### config.mk
export PLATFORM = sky130hd
export DESIGN_NAME = cpu_fetch_single_flat
export DESIGN_NICKNAME = d
export VERILOG_FILES = /design/src/rtl/cpu_fetch_single_if.sv /design/src/rtl/cpu_fetch_single.sv /design/src/flat_wrapper.sv
export SDC_FILE = /design/constraint.sdc
export NUM_CORES = 1
export LEC_CHECK = 0
export BUFFER_PORTS_ARGS = -buffer_cell sky130_fd_sc_hd__buf_4
export CAP_MARGIN = 20
export CORE_ASPECT_RATIO = 0.7
export CORE_MARGIN = 2
export CORE_UTILIZATION = 35
export CTS_BUF_LIST = sky130_fd_sc_hd__clkbuf_16
export DETAILED_ROUTE_END_ITERATION = 10
export PLACE_DENSITY_LB_ADDON = 0.05
export SKIP_CTS_REPAIR_TIMING = 1
export SYNTH_ARGS = -nofsm -noshare
export SYNTH_HDL_FRONTEND = slang
export SYNTH_SLANG_ARGS = --single-unit
### constraint.sdc
create_clock -name clk -period 5.3 [get_ports clk]
set_input_delay 0.265 -clock clk [delete_from_list [all_inputs] [get_ports clk]]
set_output_delay 0.265 -clock clk [all_outputs]
set_load 0.05 [all_outputs]
### src/rtl/cpu_fetch_single_if.sv
// Instruction memory request/response bundle for the fetch stage.
// The fetch stage is the master; the memory is the slave.
interface cpu_fetch_single_if;
    logic        imem_req;
    logic [31:0] imem_addr;
    logic [31:0] imem_rdata;
    logic        imem_ack;

    modport master (
        output imem_req,
        output imem_addr,
        input  imem_rdata,
        input  imem_ack
    );

    modport slave (
        input  imem_req,
        input  imem_addr,
        output imem_rdata,
        output imem_ack
    );
endinterface

### src/rtl/cpu_fetch_single.sv
// Instruction fetch and next-PC stage: owns the PC, fetches one word at a
// time, holds it until retire, then selects seq/branch/jr/jump target.
module cpu_fetch_single #(
    parameter logic [31:0] RESET_PC = 32'h0000_0000
) (
    input  logic                      clk,
    input  logic                      rst,
    cpu_fetch_single_if.master        imem,
    output logic [31:0]               inst,
    output logic                      inst_valid,
    output logic [31:0]               pc,
    output logic [31:0]               pc4,
    input  logic                      retire,
    input  logic [1:0]                pcsource,
    input  logic [31:0]               rs_data,
    output logic                      addr_err,
    output logic [31:0]               instret
);

    typedef enum logic [1:0] {
        IDLE  = 2'd0,
        FETCH = 2'd1,
        EXEC  = 2'd2,
        ERR   = 2'd3
    } state_t;

    state_t      state;
    state_t      state_nxt;
    logic [31:0] next_pc;
    logic [31:0] br_off;
    logic        take;
    logic        misaligned;
    logic        got;

    assign pc4            = pc + 32'd4;
    assign imem.imem_addr = pc;
    assign br_off         = {{14{inst[15]}}, inst[15:0], 2'b00};
    assign take           = (state == EXEC) && retire;
    assign got            = (state == FETCH) && imem.imem_ack;
    assign misaligned     = next_pc[1:0] != 2'b00;

    always_comb begin
        next_pc = pc4;
        unique case (pcsource)
            2'b00: next_pc = pc4;
            2'b01: next_pc = pc4 + br_off;
            2'b10: next_pc = rs_data;
            2'b11: next_pc = {pc4[31:28], inst[25:0], 2'b00};
            default: next_pc = pc4;
        endcase
    end

    always_ff @(posedge clk) begin
        if (rst) state <= IDLE;
        else     state <= state_nxt;
    end

    always_comb begin
        state_nxt = state;
        unique case (state)
            IDLE:  state_nxt = FETCH;
            FETCH: if (imem.imem_ack) state_nxt = EXEC;
            EXEC:  if (retire) state_nxt = misaligned ? ERR : FETCH;
            ERR:   state_nxt = ERR;
            default: state_nxt = IDLE;
        endcase
    end

    always_comb begin
        imem.imem_req = 1'b0;
        inst_valid    = 1'b0;
        unique case (state)
            FETCH: imem.imem_req = 1'b1;
            EXEC:  inst_valid    = 1'b1;
            default: ;
        endcase
    end

    // pc keeps the offending target after a misaligned jr for debug
    always_ff @(posedge clk) begin
        if (rst) begin
            pc       <= RESET_PC;
            inst     <= 32'h0;
            addr_err <= 1'b0;
            instret  <= 32'h0;
        end else begin
            if (got) inst <= imem.imem_rdata;
            if (take) begin
                pc      <= next_pc;
                instret <= instret + 32'd1;
                if (misaligned) addr_err <= 1'b1;
            end
        end
    end

endmodule

### src/flat_wrapper.sv
// flat-port wrapper written by rule: the top's interface ports become plain ports
module cpu_fetch_single_flat 
#(
    parameter logic [31:0] RESET_PC = 32'h0000_0000
)
  (clk, rst, inst, inst_valid, pc, pc4, retire, pcsource, rs_data, addr_err, instret, imem_imem_req, imem_imem_addr, imem_imem_rdata, imem_imem_ack);
  cpu_fetch_single_if imem_i ();
  input  logic clk;
  input  logic rst;
  output logic [31:0] inst;
  output logic inst_valid;
  output logic [31:0] pc;
  output logic [31:0] pc4;
  input  logic retire;
  input  logic [1:0] pcsource;
  input  logic [31:0] rs_data;
  output logic addr_err;
  output logic [31:0] instret;
  output wire logic [$bits(imem_i.imem_req)-1:0] imem_imem_req;
  output wire logic [$bits(imem_i.imem_addr)-1:0] imem_imem_addr;
  input wire logic [$bits(imem_i.imem_rdata)-1:0] imem_imem_rdata;
  input wire logic [$bits(imem_i.imem_ack)-1:0] imem_imem_ack;
  assign imem_imem_req = imem_i.imem_req;
  assign imem_imem_addr = imem_i.imem_addr;
  assign imem_i.imem_rdata = imem_imem_rdata;
  assign imem_i.imem_ack = imem_imem_ack;
  cpu_fetch_single #(.RESET_PC(RESET_PC)) u_core (.clk(clk), .rst(rst), .imem(imem_i), .inst(inst), .inst_valid(inst_valid), .pc(pc), .pc4(pc4), .retire(retire), .pcsource(pcsource), .rs_data(rs_data), .addr_err(addr_err), .instret(instret));
endmodule
==> metrics.yaml, run 1 <==
floorplan:
  core_area_um2: 19900
  initial_core_util: 0.360
  die_w_um: 175
  die-area_um2: 21600
  chipHeight_um: 124
  rows: 43
  ios: 233
layout:
  nFillCells: 2029
  drive_above_1_share: 0.267
  area_delta_synth_final_pct: 27.8
  final_common_cell: "buf_4"
  antenna_cells: 0
  fin_nets: 1197
  final_cell_mix: "buf_4, nand2_1, dfxtp_1"
setup_path:
  startpoint_type: "register"
  crit_arrival_ns: 4.76
  crit_buf_inv: 0
  path_cells: "ha_1 -> nand4_1 -> or3_1 -> nor2_1 -> xor2_1 -> ha_1 -> a21oi_4 -> o221ai_2 -> a221oi_4 -> a31oi_4 -> a31oi_4 -> o21ai_2 -> xor2_1 -> mux4_2 -> a22o_1"
  critPathMaxStageDelay_ns: 0.57
  cpMaxStageDelayCell: "or3_1"
  crit_family: "compound AO/OA/AOI/OAI gates"
  cp_max_fo: 8
  critPathCaptureType: "register"
  cp.required_ns: 5.56
  critical_path_class: "register to register"
cts:
  clkTransAtPathRegs_ns: 0.09
  clk_latency_ns: 0.37
  numClockSinks: 99
  tritoncts: "built"
  cts_buffer_depth: 2
  numCtsBuffers: 9
  root_buffer: "clkbuf_16"
  cts_max_level: 3
timing:
  finalHoldViolations: 0
  clock_skew_ns: 0.0168
  slew_violations: 0
  fin_ws_ns: 0.803
  tightestPinTransition_ns: 0.985
  setup_viol_count_final: 0
  rsz0062_at_grt: "no"
  fin_crit_ns: 4.50
  min_period_over_period: 0.848
  slew-limit-headroom: 0.341
  fin_tns_setup_ns: 0
  max_clock_freq_ghz: 0.222
pwr:
  pwr-share-comb: 0.202
  swShare: 0.341
  switching_power_uw: 643
  internal-power_uw: 1240
  clockPowerShare: 0.382
  seqPwrFrac: 0.417
  power.density_nw_per_um2: 206
  irDropWorstVdd_mv: 0.168
  leakagePower_uw: 0.00403
  total_power_uw: 1880
place:
  hpwl_um: 19700
  place_ws_ns: 0.848
  place.gp.congestion: 0.863
  io_buffers: 232
route:
  dr.first_iter.drc_count: 565
  dr_total_vias: 7152
  first_pass_iters: 5
  wire_per_inst_um: 18.9
  routed_wl_um: 25800
  postRouteAntennaNets: 0
  avgViaCountPerCell: 5.24
  drc: 0
yosys:
  synth_cells: 917
  yosysUniqueCellTypes: 72
  avgSynthCellArea_um2: 7.80
  ys_warn_count: 0
  syn_nets: 1023
  synth_seq_cells: 99
  synth_ff_type: "dfxtp_1"
  syn-cell-area_um2: 7160
  synth_async_sr_flop_share: 0
  synth_edf_count: 0
  synth-seq-area-share: 0.277
global_routing:
  grt_usage: 0.236
  grt_pass1_wl_um: 39500
  grt_max_degree: 70
  grt_overflow: 0
  antenna_found_initial: 0
  grt_pass1_vias: 6687
outcome:
  status: "finished, final reports clean"
run:
  drv_cap: 0
hold_path:
  min_path_type: "input port to register"
[cell usage after synthesis (all sizes together) (16+ instances only)]
cell      n  area, µm²
buf      45        323
a21o     16        121
nand3    35        175
mux2i    16        160
nand2   138        518
xnor2    36        315
o21ai    34        174
inv      26       97.6
nor3     20        110
dfxtp    99       1980
clkbuf   32        150
ha       35        438
xor2     36        315
nor2     93        349
a21oi    94        497
[path summary, 6_finish.rpt]
kind | startpoint | endpoint | slack [ns] | cells after the start
worst min-delay path | imem_imem_rdata[4] | u_core.inst[4] | 0.14 | 3
worst min register to register | u_core.inst[31] | u_core.inst[31] | 0.46 | 2
worst max register to register | u_core.imem.imem_addr[2] | u_core.imem.imem_addr[25] | 0.80 | 15
worst max-delay path | u_core.imem.imem_addr[2] | u_core.imem.imem_addr[25] | 0.80 | 15
[state kept, by name, indices dropped and copies added, names as in the netlist]
| name | count |
|---|---|
| u_core.instret | 32 |
| u_core.addr_err | 1 |
| u_core.state | 2 |
| u_core.imem.imem_addr | 32 |
| u_core.inst | 32 |
[power by group through the flow]
stage / sequential [µW] / clock, µW / combinational [µW]
floorplan: 854 / 0 / 197
global placement: 802 / 0 / 382
detailed placement: 803 / 0 / 380
CTS: 785 / 741 / 381
global route: 789 / 767 / 407
finish: 785 / 719 / 380
[final cells by class]
class                           count  area (µm²)  area share
Tap cell                          270         338      0.0369
Timing Repair Buffer              240        1800       0.197
Sequential cell                    99        1980       0.217
Multi-Input combinational cell    715        4610       0.504
Clock inverter                      7        96.3      0.0105
Inverter                           26        97.6      0.0107
Clock buffer                        9         225      0.0246
[cells by family (layout without fill, tap and decap cells)]
logic type / count (synthesis) / after routing / share of synthesized area
compound gates: 207 / 207 / 0.190
mux: 31 / 31 / 0.0649
buf+inv: 103 / 282 / 0.0797
simple gates: 369 / 369 / 0.237
fa+ha+maj: 36 / 36 / 0.0640
flops: 99 / 99 / 0.277
xor+xnor: 72 / 72 / 0.0881
[metrics by stage]
stage / instances / hold slack (ns) / utilization / cell area (µm²)
5_1_grt: 1366 / 0.129 / 0.460 / 9150
3_3_place_gp: 1350 / 0.443 / 0.443 / 8830
2_1_floorplan: 917 / 0.401 / - / 7160
6_report: 1366 / 0.138 / 0.460 / 9150
4_1_cts: 1366 / 0.128 / 0.460 / 9150
3_5_place_dp: 1350 / 0.449 / 0.443 / 8830
[routing by layer]
metal | wire length, µm | GRT usage | share of wire
met5 | 0 | 0 | 0
met4 | 238 | 0.0385 | 0.0092
met3 | 1870 | 0.0598 | 0.072
met2 | 10300 | 0.329 | 0.40
met1 | 13400 | 0.366 | 0.52
[worst reg2reg max path, cell delays in order (launching register included)]
cell      delay (ns)
dfxtp_1         0.46
ha_1            0.29
nand4_1         0.22
or3_1           0.57
nor2_1          0.17
xor2_1          0.27
ha_1            0.37
a21oi_4         0.21
o221ai_2        0.14
a221oi_4        0.38
a31oi_4         0.18
a31oi_4         0.25
o21ai_2         0.10
xor2_1          0.14
mux4_2          0.44
a22o_1          0.20
Power figures use the tool's default switching activity.
==> inputs of run 2 (changes only) <==
==> constraint.sdc (replaced) <==
create_clock -name clk -period 3.8 [get_ports clk]
set_input_delay 0.19 -clock clk [delete_from_list [all_inputs] [get_ports clk]]
set_output_delay 0.19 -clock clk [all_outputs]
set_load 0.05 [all_outputs]
==> run 2 against run 1 <==
  * Power is 38% higher
  * Critical endpoint unchanged
  * Via count is 5.4% higher
  * Core utilization is 5.2 points higher
  * Non-clock buffer count is 70 higher
  * Wire length is 3.9% higher
  * First-iteration DRC count is 3.0% lower
  * Final area is 11% higher
  * Clock-buffer cell count stayed put
  * Die area stayed put
==> metrics.yaml, run 2 (synthesis results as in run 1) <==
outcome:
  status: "finished, final reports clean"
hold_path:
  min_to: "u_core.inst[19]"
  min_path_type: "input port to register"
  worstHoldStart: "imem_imem_rdata[19]"
  hold_depth: 3  # unchanged
setup_path:
  rrSetupSlack_ns: 0.02  # -0.78 ns
  critical_path_class: "register to register"
  r2r-start: "u_core.imem.imem_addr[3]"
  r2r_end: "u_core.imem.imem_addr[25]"
  critPathCaptureType: "register"
  path_cells: "ha_4 -> nand4_1 -> or3_4 -> buf_4 -> nor2_2 -> xnor2_4 -> ha_1 -> a21o_1 -> a211oi_4 -> o2bb2ai_1 -> a31oi_4 -> a31oi_4 -> o21ai_2 -> xor2_1 -> mux4_2 -> a22o_1"
  cp.required_ns: 4.06  # -1.50 ns
  crit_arrival_ns: 4.04  # -0.72 ns
  ff2ff_path_depth: 16  # +1
  startpoint_type: "register"
  critPathMaxStageDelay_ns: 0.45  # -0.12 ns
  cp_common_cell: "a31oi_4"
  cpMaxStageDelayCell: "mux4_2"
  cp_max_fo: 5  # -3
place:
  place_ws_ns: -0.0791  # -0.927 ns
  place.gp.congestion: 0.896  # +3.8%
  io_buffers: 232  # unchanged
  place_area_um2: 9770  # +11%
  hpwl_um: 20500  # +4.0%
timing:
  slew_violations: 0  # unchanged
  slew-limit-headroom: 0.306  # -0.0354
  tightestPinTransition_ns: 1.04  # +0.0529 ns
  finalHoldViolations: 0  # unchanged
  max_clock_freq_ghz: 0.264  # +19%
  min_period_over_period: 0.995  # +0.147
  fin_ws_ns: 0.0185  # -0.785 ns
  fin_crit_ns: 3.78  # -0.715 ns
  clock_skew_ns: 0.00976  # -0.00709 ns
  rsz0062_at_grt: "yes"
  setup_viol_count_final: 0  # unchanged
pwr:
  switching_power_uw: 868  # +35%
  irDropWorstVdd_mv: 0.194  # +16%
  clockPowerShare: 0.360  # -0.022
  seqPwrFrac: 0.419  # +0.002
  pwr-share-comb: 0.221  # +0.019
  swShare: 0.334  # -0.00713
  power.density_nw_per_um2: 255  # +24%
  leakagePower_uw: 0.00457  # +14%
  internal-power_uw: 1730  # +39%
floorplan:
  ios: 233  # unchanged
  initial_core_util: 0.360  # unchanged
  rows: 43  # unchanged
  die_w_um: 175  # unchanged
  core_area_um2: 19900  # unchanged
  chipHeight_um: 124  # unchanged
  die-area_um2: 21600  # unchanged
layout:
  design_area_um2: 10200  # +11%
  area_delta_synth_final_pct: 42.4
  fin_nets: 1267  # +5.8%
  final_common_cell: "buf_4"
  final_cell_mix: "buf_4, nand2_1, a21oi_1"
  antenna_cells: 0  # unchanged
  drive_above_1_share: 0.369  # +0.101
route:
  wire_per_inst_um: 18.7  # -1.1%
  first_pass_iters: 5  # unchanged
  postRouteAntennaNets: 0  # unchanged
  dr_total_vias: 7536  # +5.4%
  avgViaCountPerCell: 5.25  # +0.23%
  dr.first_iter.drc_count: 548  # -3.0%
  routed_wl_um: 26800  # +3.9%
  drc: 0  # unchanged
cts:
  numClockSinks: 99  # unchanged
  root_buffer: "clkbuf_16"
  numCtsBuffers: 9  # unchanged
  cts_buffer_depth: 2  # unchanged
  clkTransAtPathRegs_ns: 0.08  # about the same
  clk_latency_ns: 0.36  # about the same
  cts_max_level: 3  # unchanged
  tritoncts: "built"
global_routing:
  antenna_found_initial: 0  # unchanged
  grt_pass1_wl_um: 40800  # +3.4%
  grt_pass1_vias: 6874  # +2.8%
  grt_max_degree: 61  # -13%
  grt_usage: 0.246  # +0.00986
  grt_overflow: 0  # unchanged
run:
  drv_cap: 0  # unchanged
-- run 2: cell count changes in the layout (fill, tap and decap cells not counted), moves of 6 or more --
cell	before	now
xor2_2	0	6
dfxtp_2	0	9
xnor2_1	36	21
dfxtp_1	99	81
xnor2_4	0	11
dfxtp_4	0	9
buf_4	240	310
nor2_1	92	84
xor2_1	36	27
ha_1	35	28
-- run 2: metal layers --
metal / up-vias / wire length (µm) / GRT usage
met5: - / 0 / 0
met4: 0 / 296 / 0.0500
met3: 18 / 2190 / 0.0540
met2: 280 / 11000 / 0.349
met1: 3557 / 13400 / 0.378
li1: 3681 / - / -
-- run 2: cell type report --
class	instances	area (µm²)
well taps	270	338
flip-flops and latches	99	2030
clock inverters	7	60.1
inverters	26	97.6
fillers	1972	9720
repair buffers	310	2330
clock buffers	9	225
multi-input cells	715	5120
-- run 2: worst max path at each step --
stage	from	end	slack, ns	cells past startpoint
after floorplan	u_core.imem.imem_addr[2]	u_core.imem.imem_addr[25]	-0.12	16
after global placement	u_core.imem.imem_addr[3]	u_core.imem.imem_addr[31]	-0.12	18
after detailed placement	u_core.imem.imem_addr[3]	u_core.imem.imem_addr[31]	-0.08	18
after CTS	u_core.imem.imem_addr[3]	u_core.imem.imem_addr[31]	-0.12	16
after global routing	u_core.imem.imem_addr[3]	u_core.imem.imem_addr[25]	-0.18	15
final	u_core.imem.imem_addr[3]	u_core.imem.imem_addr[25]	0.02	16
-- run 2: worst max-delay path, delay by kind of cell (launching register included) --
kind / cells / cell delay (ns)
AOI/OAI and AO/OA: 7 / 1.23
muxes: 1 / 0.45
and+or+nand+nor: 3 / 0.78
DFF: 1 / 0.36
xor gates and xnor gates: 2 / 0.30
buffers and inverters: 1 / 0.16
adders and majority gates: 2 / 0.40
-- run 2: power groups by stage --
stage / combinational [µW] / sequential [µW] / clock (µW)
after floorplan: 285 / 1190 / 0
after global placement: 570 / 1110 / 0
after detailed placement: 569 / 1110 / 0
after CTS: 571 / 1090 / 962
after global routing: 614 / 1090 / 1010
final: 574 / 1090 / 933
-- run 2: metrics by stage --
step | utilization | instances | TNS [ns] | hold slack, ns | power [µW]
after CTS | 0.505 | 1429 | -0.225 | 0.0536 | 2620
after global routing | 0.512 | 1436 | -0.544 | 0.0582 | 2720
after detailed placement | 0.491 | 1413 | -0.130 | 0.446 | 1680
after floorplan | - | 917 | -0.190 | 0.326 | 1470
after global placement | 0.491 | 1413 | -0.119 | 0.437 | 1680
final | 0.512 | 1436 | 0 | 0.0688 | 2600
